## config.mk

```make
export PLATFORM = sky130hd
export DESIGN_NAME = barrett_arbiter
export DESIGN_NICKNAME = d
export VERILOG_FILES = /design/src/rtl/barrett_arbiter_pkg.sv /design/src/rtl/barrett_arbiter_tag_fifo.sv /design/src/rtl/barrett_arbiter.sv
export SDC_FILE = /design/constraint.sdc
export NUM_CORES = 1
export LEC_CHECK = 0
export BUFFER_PORTS_ARGS = -buffer_cell sky130_fd_sc_hd__buf_2
export CAP_MARGIN = 40
export CORE_AREA = 2 2 277 279
export CTS_CLUSTER_SIZE = 10
export DETAILED_ROUTE_END_ITERATION = 10
export DIE_AREA = 0 0 279 281
export GPL_TIMING_DRIVEN = 0
export PLACE_DENSITY = 0.39
export SKIP_CTS_REPAIR_TIMING = 1
export SYNTH_ARGS = -nofsm -noshare
export SYNTH_HDL_FRONTEND = slang
export SYNTH_HIERARCHICAL = 1
export SYNTH_SLANG_ARGS = --single-unit
export TNS_END_PERCENT = 30
```

## constraint.sdc

```tcl
create_clock -name clk_i -period 9.8 [get_ports clk_i]
set_input_delay 2.94 -clock clk_i [delete_from_list [all_inputs] [get_ports clk_i]]
set_output_delay 2.94 -clock clk_i [all_outputs]
set_load 0.02 [all_outputs]
```

## src/rtl/barrett_arbiter_pkg.sv

```systemverilog
// Shared definitions for the Barrett reduction arbiter: operand width,
// FSM state encoding and the requester-ID width helper.
package barrett_arbiter_pkg;

    localparam int DATA_LENGTH = 32;

    typedef enum logic [1:0] {
        IDLE  = 2'd0,
        ISSUE = 2'd1,
        DRAIN = 2'd2
    } barrett_arb_state_e;

    // Width of a requester ID; never narrower than one bit.
    function automatic int id_width(input int n);
        return (n > 1) ? $clog2(n) : 1;
    endfunction

endpackage

```

## src/rtl/barrett_arbiter_tag_fifo.sv

```systemverilog
// Small synchronous FIFO holding the requester IDs of in-flight reductions.
// The head entry is visible combinationally so a result can be routed in the cycle it arrives.
module tag_fifo #(
    parameter int WIDTH = 2,
    parameter int DEPTH = 4
) (
    input  logic             clk,
    input  logic             srst,
    input  logic             push,
    input  logic [WIDTH-1:0] push_data,
    input  logic             pop,
    output logic [WIDTH-1:0] pop_data,
    output logic             full,
    output logic             empty
);
    localparam int PTR_W = (DEPTH > 1) ? $clog2(DEPTH) : 1;
    localparam int CNT_W = $clog2(DEPTH + 1);

    logic [WIDTH-1:0] mem [DEPTH];
    logic [PTR_W-1:0] wr_ptr_reg;
    logic [PTR_W-1:0] rd_ptr_reg;
    logic [CNT_W-1:0] count_reg;
    logic             push_en;
    logic             pop_en;

    function automatic logic [PTR_W-1:0] ptr_inc(input logic [PTR_W-1:0] p);
        return (p == PTR_W'(DEPTH - 1)) ? '0 : p + 1'b1;
    endfunction

    assign full     = (count_reg == CNT_W'(DEPTH));
    assign empty    = (count_reg == '0);
    assign push_en  = push && !full;
    assign pop_en   = pop && !empty;
    assign pop_data = mem[rd_ptr_reg];

    always_ff @(posedge clk) begin
        if (push_en) begin
            mem[wr_ptr_reg] <= push_data;
        end
    end

    always_ff @(posedge clk) begin
        if (srst) begin
            wr_ptr_reg <= '0;
            rd_ptr_reg <= '0;
            count_reg  <= '0;
        end else begin
            if (push_en) begin
                wr_ptr_reg <= ptr_inc(wr_ptr_reg);
            end
            if (pop_en) begin
                rd_ptr_reg <= ptr_inc(rd_ptr_reg);
            end
            case ({push_en, pop_en})
                2'b10:   count_reg <= count_reg + 1'b1;
                2'b01:   count_reg <= count_reg - 1'b1;
                default: count_reg <= count_reg;
            endcase
        end
    end

endmodule

```

## src/rtl/barrett_arbiter.sv

```systemverilog
// Round-robin arbiter sharing one pipelined Barrett reduction unit between NUM_REQ requesters.
// Define BARRETT_ARB_STATS_EN to add the stat_issued_o / stat_drain_o counters.
module barrett_arbiter
    import barrett_arbiter_pkg::*;
#(
    parameter int NUM_REQ  = 4,
    parameter int PIPE_LAT = 3
) (
    input  logic                           clk_i,
    input  logic                           rst_i,
    input  logic [NUM_REQ-1:0]             req_valid_i,
    output logic [NUM_REQ-1:0]             req_ready_o,
    input  logic [NUM_REQ*DATA_LENGTH-1:0] req_x_i,
    input  logic [NUM_REQ*DATA_LENGTH-1:0] req_m_i,
    input  logic [NUM_REQ*DATA_LENGTH-1:0] req_m_bl_i,
    input  logic [NUM_REQ*DATA_LENGTH-1:0] req_mu_i,
    output logic                           unit_start_o,
    output logic [DATA_LENGTH-1:0]         unit_x_o,
    output logic [DATA_LENGTH-1:0]         unit_m_o,
    output logic [DATA_LENGTH-1:0]         unit_m_bl_o,
    output logic [DATA_LENGTH-1:0]         unit_mu_o,
    input  logic [DATA_LENGTH-1:0]         unit_result_i,
    input  logic                           unit_valid_i,
    output logic [NUM_REQ-1:0]             resp_valid_o,
    output logic [DATA_LENGTH-1:0]         resp_data_o,
    output logic                           err_o
`ifdef BARRETT_ARB_STATS_EN
    ,
    output logic [31:0]                    stat_issued_o,
    output logic [31:0]                    stat_drain_o
`endif
);
    localparam int ID_W       = id_width(NUM_REQ);
    localparam int FIFO_DEPTH = PIPE_LAT + 1;

    logic [DATA_LENGTH-1:0] x_arr  [NUM_REQ];
    logic [DATA_LENGTH-1:0] m_arr  [NUM_REQ];
    logic [DATA_LENGTH-1:0] bl_arr [NUM_REQ];
    logic [DATA_LENGTH-1:0] mu_arr [NUM_REQ];

    barrett_arb_state_e state_reg;
    barrett_arb_state_e state_next;

    logic [ID_W-1:0]        rr_ptr_reg;
    logic [ID_W-1:0]        winner;
    logic [ID_W-1:0]        winner_inc;
    logic [ID_W-1:0]        tag_head;
    logic                   found;
    logic                   match;
    logic                   grant;
    logic                   mismatch_stall;
    logic                   fifo_full;
    logic                   fifo_empty;
    int                     idx;

    logic                   start_reg;
    logic [DATA_LENGTH-1:0] x_reg;
    logic [DATA_LENGTH-1:0] m_reg;
    logic [DATA_LENGTH-1:0] bl_reg;
    logic [DATA_LENGTH-1:0] mu_reg;
    logic [NUM_REQ-1:0]     resp_valid_reg;
    logic [DATA_LENGTH-1:0] resp_data_reg;
    logic                   err_reg;

    for (genvar gi = 0; gi < NUM_REQ; gi++) begin : g_req
        assign x_arr[gi]       = req_x_i[gi*DATA_LENGTH +: DATA_LENGTH];
        assign m_arr[gi]       = req_m_i[gi*DATA_LENGTH +: DATA_LENGTH];
        assign bl_arr[gi]      = req_m_bl_i[gi*DATA_LENGTH +: DATA_LENGTH];
        assign mu_arr[gi]      = req_mu_i[gi*DATA_LENGTH +: DATA_LENGTH];
        assign req_ready_o[gi] = grant && (winner == ID_W'(gi));
    end

    // First valid requester at or after rr_ptr.
    always_comb begin
        found  = 1'b0;
        winner = '0;
        idx    = 0;
        for (int i = 0; i < NUM_REQ; i++) begin
            idx = (int'(rr_ptr_reg) + i) % NUM_REQ;
            if (!found && req_valid_i[ID_W'(idx)]) begin
                found  = 1'b1;
                winner = ID_W'(idx);
            end
        end
    end

    assign winner_inc = (winner == ID_W'(NUM_REQ - 1)) ? '0 : winner + 1'b1;

    // The unit reads m/m_bl/mu live, so a new modulus may only go out with nothing in flight.
    assign match = (m_arr[winner] == m_reg) && (bl_arr[winner] == bl_reg)
                   && (mu_arr[winner] == mu_reg);
    assign grant          = !rst_i && found && !fifo_full && (fifo_empty || match);
    assign mismatch_stall = found && !fifo_empty && !match;

    always_comb begin
        state_next = state_reg;
        if (grant) begin
            state_next = ISSUE;
        end else if (mismatch_stall) begin
            state_next = DRAIN;
        end else if (fifo_empty) begin
            state_next = IDLE;
        end
    end

    tag_fifo #(
        .WIDTH (ID_W),
        .DEPTH (FIFO_DEPTH)
    ) u_tag_fifo (
        .clk       (clk_i),
        .srst      (rst_i),
        .push      (grant),
        .push_data (winner),
        .pop       (unit_valid_i),
        .pop_data  (tag_head),
        .full      (fifo_full),
        .empty     (fifo_empty)
    );

    always_ff @(posedge clk_i) begin
        if (rst_i) begin
            state_reg      <= IDLE;
            rr_ptr_reg     <= '0;
            start_reg      <= 1'b0;
            x_reg          <= '0;
            m_reg          <= '0;
            bl_reg         <= '0;
            mu_reg         <= '0;
            resp_valid_reg <= '0;
            resp_data_reg  <= '0;
            err_reg        <= 1'b0;
        end else begin
            state_reg <= state_next;
            start_reg <= grant;
            if (grant) begin
                rr_ptr_reg <= winner_inc;
                x_reg      <= x_arr[winner];
                if (fifo_empty) begin
                    m_reg  <= m_arr[winner];
                    bl_reg <= bl_arr[winner];
                    mu_reg <= mu_arr[winner];
                end
            end
            resp_valid_reg <= '0;
            if (unit_valid_i) begin
                if (fifo_empty) begin
                    err_reg <= 1'b1;
                end else begin
                    resp_valid_reg[tag_head] <= 1'b1;
                    resp_data_reg            <= unit_result_i;
                end
            end
        end
    end

    assign unit_start_o = start_reg;
    assign unit_x_o     = x_reg;
    assign unit_m_o     = m_reg;
    assign unit_m_bl_o  = bl_reg;
    assign unit_mu_o    = mu_reg;
    assign resp_valid_o = resp_valid_reg;
    assign resp_data_o  = resp_data_reg;
    assign err_o        = err_reg;

`ifdef BARRETT_ARB_STATS_EN
    logic [31:0] stat_issued_reg;
    logic [31:0] stat_drain_reg;

    always_ff @(posedge clk_i) begin
        if (rst_i) begin
            stat_issued_reg <= '0;
            stat_drain_reg  <= '0;
        end else begin
            if (grant && (stat_issued_reg != '1)) begin
                stat_issued_reg <= stat_issued_reg + 32'd1;
            end
            if ((state_reg == DRAIN) && (stat_drain_reg != '1)) begin
                stat_drain_reg <= stat_drain_reg + 32'd1;
            end
        end
    end

    assign stat_issued_o = stat_issued_reg;
    assign stat_drain_o  = stat_drain_reg;
`endif

endmodule
```

==> flow_metrics.env, run 1 <==
export IMPL_synth_seq_cells=185
export IMPL_crit_type="primary input to output pin"
export IMPL_syn_inst=2089
export IMPL_drc_errors=0
export IMPL_rows=101
export IMPL_status="finished, violations left"
export IMPL_antenna_left=0
export IMPL_end_kind="output pin"
export IMPL_syn_num_nets=2651
export IMPL_dp_hpwl_microns=100900
export IMPL_io_pins=721
export IMPL_finalCriticalPeriod_ns=9.815
export IMPL_grt_pass1_wl_microns=162800
export IMPL_post_route_cells_drive_above_1_share_pct=36.21
export IMPL_clock_sinks=185
export IMPL_seq_area_frac_synth_pct=26.12
export IMPL_violations="negative setup slack"
export IMPL_synth_edf_count=8
export IMPL_grt_pass1_vias=20190
export IMPL_pre_cts_slack_ns=-1.624
export IMPL_slew_headroom_pct=38.07
export IMPL_numPortBuffers=720
export IMPL_wl_per_cell_microns=31.47
export IMPL_worstRegToRegCells=24
export IMPL_synth_async_reset_ratio_pct=0
export IMPL_regToRegStartpoint="rr_ptr_reg[1]"
export IMPL_start_util_pct=19.20
export IMPL_dieHeight_microns=281
export IMPL_stdcell_count=3908
export IMPL_tightest_slew_ns=0.9289
export IMPL_clkTransAtPathRegs_ns=0.09
export IMPL_synth_area_sq_um=14490
export IMPL_rrSetupSlack_ns=4.35
export IMPL_hold_viol_final=0
export IMPL_synth_area_top_cells="dfxtp_1 24%, nand2_1 11%, a21oi_1 7.0%"
export IMPL_fin_util_pct=28.83
export IMPL_finalCritPeriodShare_pct=100.2
export IMPL_cts_tree="yes"
export IMPL_rsz0062_at_grt="false"
export IMPL_arrival_ns=6.88
export IMPL_yosysTopAreaCellShare_pct=24.46
export IMPL_vias_per_cell=5.373
export IMPL_min_from="resp_data_o[11]"
export IMPL_finalWorstSetupSlack_ns=-0.01549
export IMPL_dp_cells=3826
export IMPL_fin_tns_setup_ns=-0.04148
export IMPL_fin_skew_ns=0.01872
export IMPL_dr_pass1_iters=8
export IMPL_ir_drop_uv=172.3
export IMPL_overflow=0
export IMPL_wl_microns=123000
export IMPL_regToRegEndpoint="u_tag_fifo/count_reg[2]"
export IMPL_clockRootBuffer="clkbuf_16"
export IMPL_htreeDepth=4
export IMPL_cp_start_kind="primary input"
export IMPL_synth_most_common_cell="nand2_1"
export IMPL_p_leak_uw=0.009620
export IMPL_area_delta_synth_final_pct=50.17
export IMPL_finalSetupViolCount=4
export IMPL_drtIter0Drc=2132
export IMPL_fmax_mhz=101.9
export IMPL_antenna_found_initial=44
export IMPL_core_area_sq_um=75440
export IMPL_numCtsBuffers=17
export IMPL_die_area_sq_um=78400
export IMPL_clk_latency_ns=0.51
export IMPL_min_path_type="flip-flop to flip-flop"
export IMPL_track_usage_pct=29.98
export IMPL_power_density_nw_per_um2=300.9
export IMPL_grt_max_degree=19
export IMPL_final_nets=3460
export IMPL_slew_violations=0
export IMPL_ys_warn_count=6
export IMPL_whs_path_depth=2
export IMPL_synth_top_area_cell="dfxtp_1"
export IMPL_holdPathEnd="resp_data_o[11]"
export IMPL_synth_ff_type="dfxtp_1"
export IMPL_cp_required_ns=6.86
export IMPL_crit_path_max_fanout=10
export IMPL_cap_violations=0
export IMPL_synth_avg_cell_area_sq_um=6.934
export IMPL_gp_congestion=0.9586
export IMPL_netlist_cell_type_count=86
export IMPL_cts_buffer_depth=2
export IMPL_vias=20998
export IMPL_synth_common_cells="441 x nand2_1, 204 x a21oi_1, 177 x dfxtp_1"
export IMPL_dieWidth_microns=279
## how the worst max path moves through the flow
stage	startpoint	to	slack (ns)	cells after the start
finish	req_valid_i[1]	req_ready_o[2]	-0.02	16
global route	req_valid_i[1]	req_ready_o[2]	0.0006	17
global placement	req_valid_i[2]	req_ready_o[3]	-2.22	17
CTS	req_valid_i[1]	req_ready_o[3]	-1.65	17
floorplan	req_valid_i[2]	req_ready_o[0]	0.76	14
detailed placement	req_valid_i[1]	req_ready_o[3]	-1.62	17
## critical path, stage by stage
cell	delay, ns
clkbuf_4	0.17
nor2_4	0.08
or4b_4	0.61
buf_12	0.18
buf_6	0.16
clkbuf_4	0.24
nand3_1	0.15
nand3_1	0.14
and3b_1	0.20
nor4_2	0.37
nand4_1	0.33
or4b_4	0.66
nor2_4	0.16
a21oi_4	0.13
nor2b_1	0.13
buf_2	0.20
## cell usage in the layout, fill, tap and decap left out, drive strengths merged, types with 40 or more instances in the layout
cell type,count
buf,860
nand2,442
a21oi,206
dfxtp,177
nand3,158
clkbuf,130
nor2,129
mux2i,84
nor3,82
and3,81
a211oi,81
o21ai,63
and2,45
a31oi,40
## cell families (layout without fill, tap and decap cells)
group | Yosys count | after routing | synth area share [%]
AND/OR/NAND/NOR | 1035 | 1035 | 34.52
adder cells (fa/ha/maj) | 11 | 11 | 1.002
XOR/XNOR | 35 | 35 | 2.116
AO/OA/AOI/OAI | 518 | 518 | 22.68
other | 0 | 19 | 0
flip-flops | 185 | 185 | 26.12
multiplexers | 96 | 96 | 6.919
buffers and inverters | 209 | 1031 | 6.642
## power breakdown
group / total [uW] / switching [uW] / internal, uW / leakage, uW
logic: 4500 / 2990 / 1510 / 0.00780
clock network: 762 / 399 / 363 / 0.000291
registers: 1290 / 283 / 1000 / 0.00153
total: 6540 / 3670 / 2880 / 0.00962
## metrics by stage
stage          total power (uW)  area (sq um)  hold slack [ns]
2_1_floorplan              3412         14490           0.4683
3_3_place_gp               5186         19310           0.4411
3_5_place_dp               5342         19810           0.4449
4_1_cts                    6120         20390           0.4559
5_1_grt                    6819         21730           0.4738
6_report                   6544         21750           0.4538
## per-layer routing
metal  track usage [%]  vias to the layer above  wire (microns)
met3             8.820                      270           13120
met5                 0                        -             201
li1                  -                     9152               -
met2             47.83                     1332           54920
met1             37.99                    10214           49490
met4             11.40                       30            5270
## layout make-up
type	count	area (sq um)
flip-flops and latches	185	3784
clock inverters	14	153.9
multi-input cells	1695	10350
diodes	19	47.55
plain buffers	182	1216
fillers	8490	53690
inverters	27	101.3
clock buffers	18	429.2
repair buffers	790	4446
well taps	978	1224
Note: power is estimated with default switching activity, not from simulation.
==> run 2, diff against run 1 <==
--- a/config.mk
+++ b/config.mk
@@ -5,14 +5,15 @@
 export SDC_FILE = /design/constraint.sdc
 export NUM_CORES = 1
 export LEC_CHECK = 0
+export ABC_AREA = 1
 export BUFFER_PORTS_ARGS = -buffer_cell sky130_fd_sc_hd__buf_2
 export CAP_MARGIN = 40
-export CORE_AREA = 2 2 277 279
+export CORE_AREA = 2 2 283 285
 export CTS_CLUSTER_SIZE = 10
 export DETAILED_ROUTE_END_ITERATION = 10
-export DIE_AREA = 0 0 279 281
+export DIE_AREA = 0 0 285 287
 export GPL_TIMING_DRIVEN = 0
-export PLACE_DENSITY = 0.39
+export PLACE_DENSITY = 0.4
 export SKIP_CTS_REPAIR_TIMING = 1
 export SYNTH_ARGS = -nofsm -noshare
 export SYNTH_HDL_FRONTEND = slang
==> run 2 against run 1 <==
Effect of this change:
- the run now ends clean
- global-route usage decreased by 5.0 points
- hold slack improved by 0.024 ns
- critical path depth increased by 10
- via count increased by 1.8%
- non-clock buffer count decreased by 44
- count of clock-buffer cells in the layout decreased by 1
- clock skew about the same
- worst setup slack improved by 0.30 ns
- sequential share of layout area about the same
- first-iteration DRC count decreased by 30%
- largest cell class unchanged
- cell area increased by 0.18%
==> flow_metrics.env, run 2 <==
export IMPL_cp_startpoint="req_valid_i[3]"
export IMPL_slew_violations=0
export IMPL_start_util_pct=20.08
export IMPL_post_route_cells_drive_above_1_share_pct=24.72
export IMPL_design_area_sq_um=21790
export IMPL_die_area_sq_um=81800
export IMPL_numCtsBuffers=17
export IMPL_yosysTopAreaCellShare_pct=22.45
export IMPL_vias=21376
export IMPL_antenna_left=0
export IMPL_cp_required_ns=6.86
export IMPL_io_pins=721
export IMPL_synth_most_common_cell="nand2_1"
export IMPL_seq_area_frac_synth_pct=23.97
export IMPL_clkTransAtPathRegs_ns=0.08
export IMPL_end_kind="output pin"
export IMPL_fin_util_pct=27.72
export IMPL_slew_headroom_pct=40.10
export IMPL_status="completed"
export IMPL_rows=103
export IMPL_final_nets=4165
export IMPL_synth_area_sq_um=15780
export IMPL_drc_errors=0
export IMPL_rrSetupSlack_ns=4.58
export IMPL_htreeDepth=4
export IMPL_synth_ff_type="dfxtp_1"
export IMPL_synth_area_top_cells="dfxtp_1 22%, nand2_1 18%, inv_1 14%"
export IMPL_critPathTopFamily="simple AND/OR/NAND/NOR gates"
export IMPL_min_from="err_o"
export IMPL_regToRegStartpoint="rr_ptr_reg[0]"
export IMPL_antenna_found_initial=18
export IMPL_finalCriticalPeriod_ns=9.513
export IMPL_vias_per_cell=4.570
export IMPL_cpMostUsedCell="nand2_1"
export IMPL_dp_hpwl_microns=86820
export IMPL_grt_max_degree=25
export IMPL_grt_pass1_vias=20575
export IMPL_synth_avg_cell_area_sq_um=5.556
export IMPL_finalCritPeriodShare_pct=97.07
export IMPL_slowest_stage="nand3_1"
export IMPL_track_usage_pct=25.02
export IMPL_holdPathEnd="err_o"
export IMPL_numPortBuffers=720
export IMPL_min_path_type="flip-flop to flip-flop"
export IMPL_worstRegToRegCells=34
export IMPL_core_area_sq_um=78610
export IMPL_stdcell_count=4677
export IMPL_synth_edf_count=8
export IMPL_cts_tree="yes"
export IMPL_hold_viol_final=0
export IMPL_synth_seq_cells=185
export IMPL_cp_start_kind="primary input"
export IMPL_tightest_slew_ns=0.8986
export IMPL_syn_num_nets=3403
export IMPL_max_stage_delay_ns=0.31
export IMPL_dieWidth_microns=285
export IMPL_layout_commonest_cell="buf_2"
export IMPL_fmax_mhz=105.1
export IMPL_rsz0062_at_grt="false"
export IMPL_crit_path_max_fanout=10
export IMPL_fin_skew_ns=0.01890
export IMPL_overflow=0
export IMPL_area_delta_synth_final_pct=38.06
export IMPL_grt_pass1_wl_microns=146300
export IMPL_clock_sinks=185
export IMPL_drtIter0Drc=1491
export IMPL_synth_async_reset_ratio_pct=0
export IMPL_whs_path_depth=2
export IMPL_crit_buf_inv=7
export IMPL_synth_top_area_cell="dfxtp_1"
export IMPL_ys_warn_count=6
export IMPL_synth_common_cells="744 x nand2_1, 606 x inv_1, 370 x nand3_1"
export IMPL_clockRootBuffer="clkbuf_16"
export IMPL_wl_microns=106000
export IMPL_regToRegEndpoint="u_tag_fifo/count_reg[2]"
export IMPL_layout_common_cells="773 x buf_2, 743 x nand2_1, 606 x inv_1"
export IMPL_clk_latency_ns=0.51
export IMPL_dr_pass1_iters=6
export IMPL_cap_violations=0
export IMPL_place_area_sq_um=20970
export IMPL_gp_congestion=0.9183
export IMPL_netlist_cell_type_count=29
export IMPL_dp_cells=4631
export IMPL_syn_inst=2841
export IMPL_cts_buffer_depth=2
export IMPL_arrival_ns=6.57
export IMPL_dieHeight_microns=287
export IMPL_wl_per_cell_microns=22.66
export IMPL_crit_type="primary input to output pin"
export IMPL_finalSetupViolCount=0
==> run 2: layer usage <==
metal  vias up  global-route usage [%]  wire length, microns
met5         -                       0                    18
met3       124                   4.532                  6567
met4         4                   7.042                  2483
met1      9900                   31.89                 45820
met2       801                   43.05                 51080
li1      10547                       -                     -
==> run 2: worst max-delay path by stage <==
stage	slack, ns	cells past startpoint	end
finish	0.29	26	req_ready_o[3]
floorplan	1.60	21	req_ready_o[0]
CTS	-0.21	27	req_ready_o[3]
global route	0.006	26	req_ready_o[0]
global placement	-0.39	24	req_ready_o[3]
detailed placement	-0.21	27	req_ready_o[3]
==> run 2: area by class of cell <==
| type | count | area, sq um |
|---|---|---|
| buffer | 185 | 949.7 |
| multi-input combinational | 1862 | 8870 |
| timing repair buffer | 743 | 3892 |
| tap | 1050 | 1314 |
| fill | 9425 | 56820 |
| sequential | 185 | 3784 |
| antenna | 11 | 27.53 |
| inverter | 609 | 2293 |
| clock buffer | 17 | 425.4 |
| clock inverter | 15 | 235.2 |
==> run 2: cells by family after synthesis <==
kind of cell	Yosys count	share of synthesized area [%]
AO/OA/AOI/OAI	358	13.62
XOR/XNOR	2	0.1110
adder cells (fa/ha/maj)	11	0.9195
buffers and inverters	794	20.21
flip-flops	185	23.97
AND/OR/NAND/NOR	1491	41.17
==> run 2: metrics by stage <==
stage               TNS (ns)  setup slack, ns  hold slack, ns
finish                     0           0.2870          0.4782
global route               0         0.006188          0.4901
CTS                  -0.8164          -0.2133          0.4803
detailed placement   -0.7861          -0.2070          0.4588
global placement      -1.551          -0.3935          0.4524
floorplan                  0            1.603          0.4827
==> run 2: worst min-delay path: stages (launching register included) <==
cell and delay [ns]:
dfxtp_1 0.33, a21oi_1 0.04, nor2_1 0.07
Power of run 2 is not shown: default switching activity piles up to over one toggle a cycle in this logic, so the estimate is an artifact.
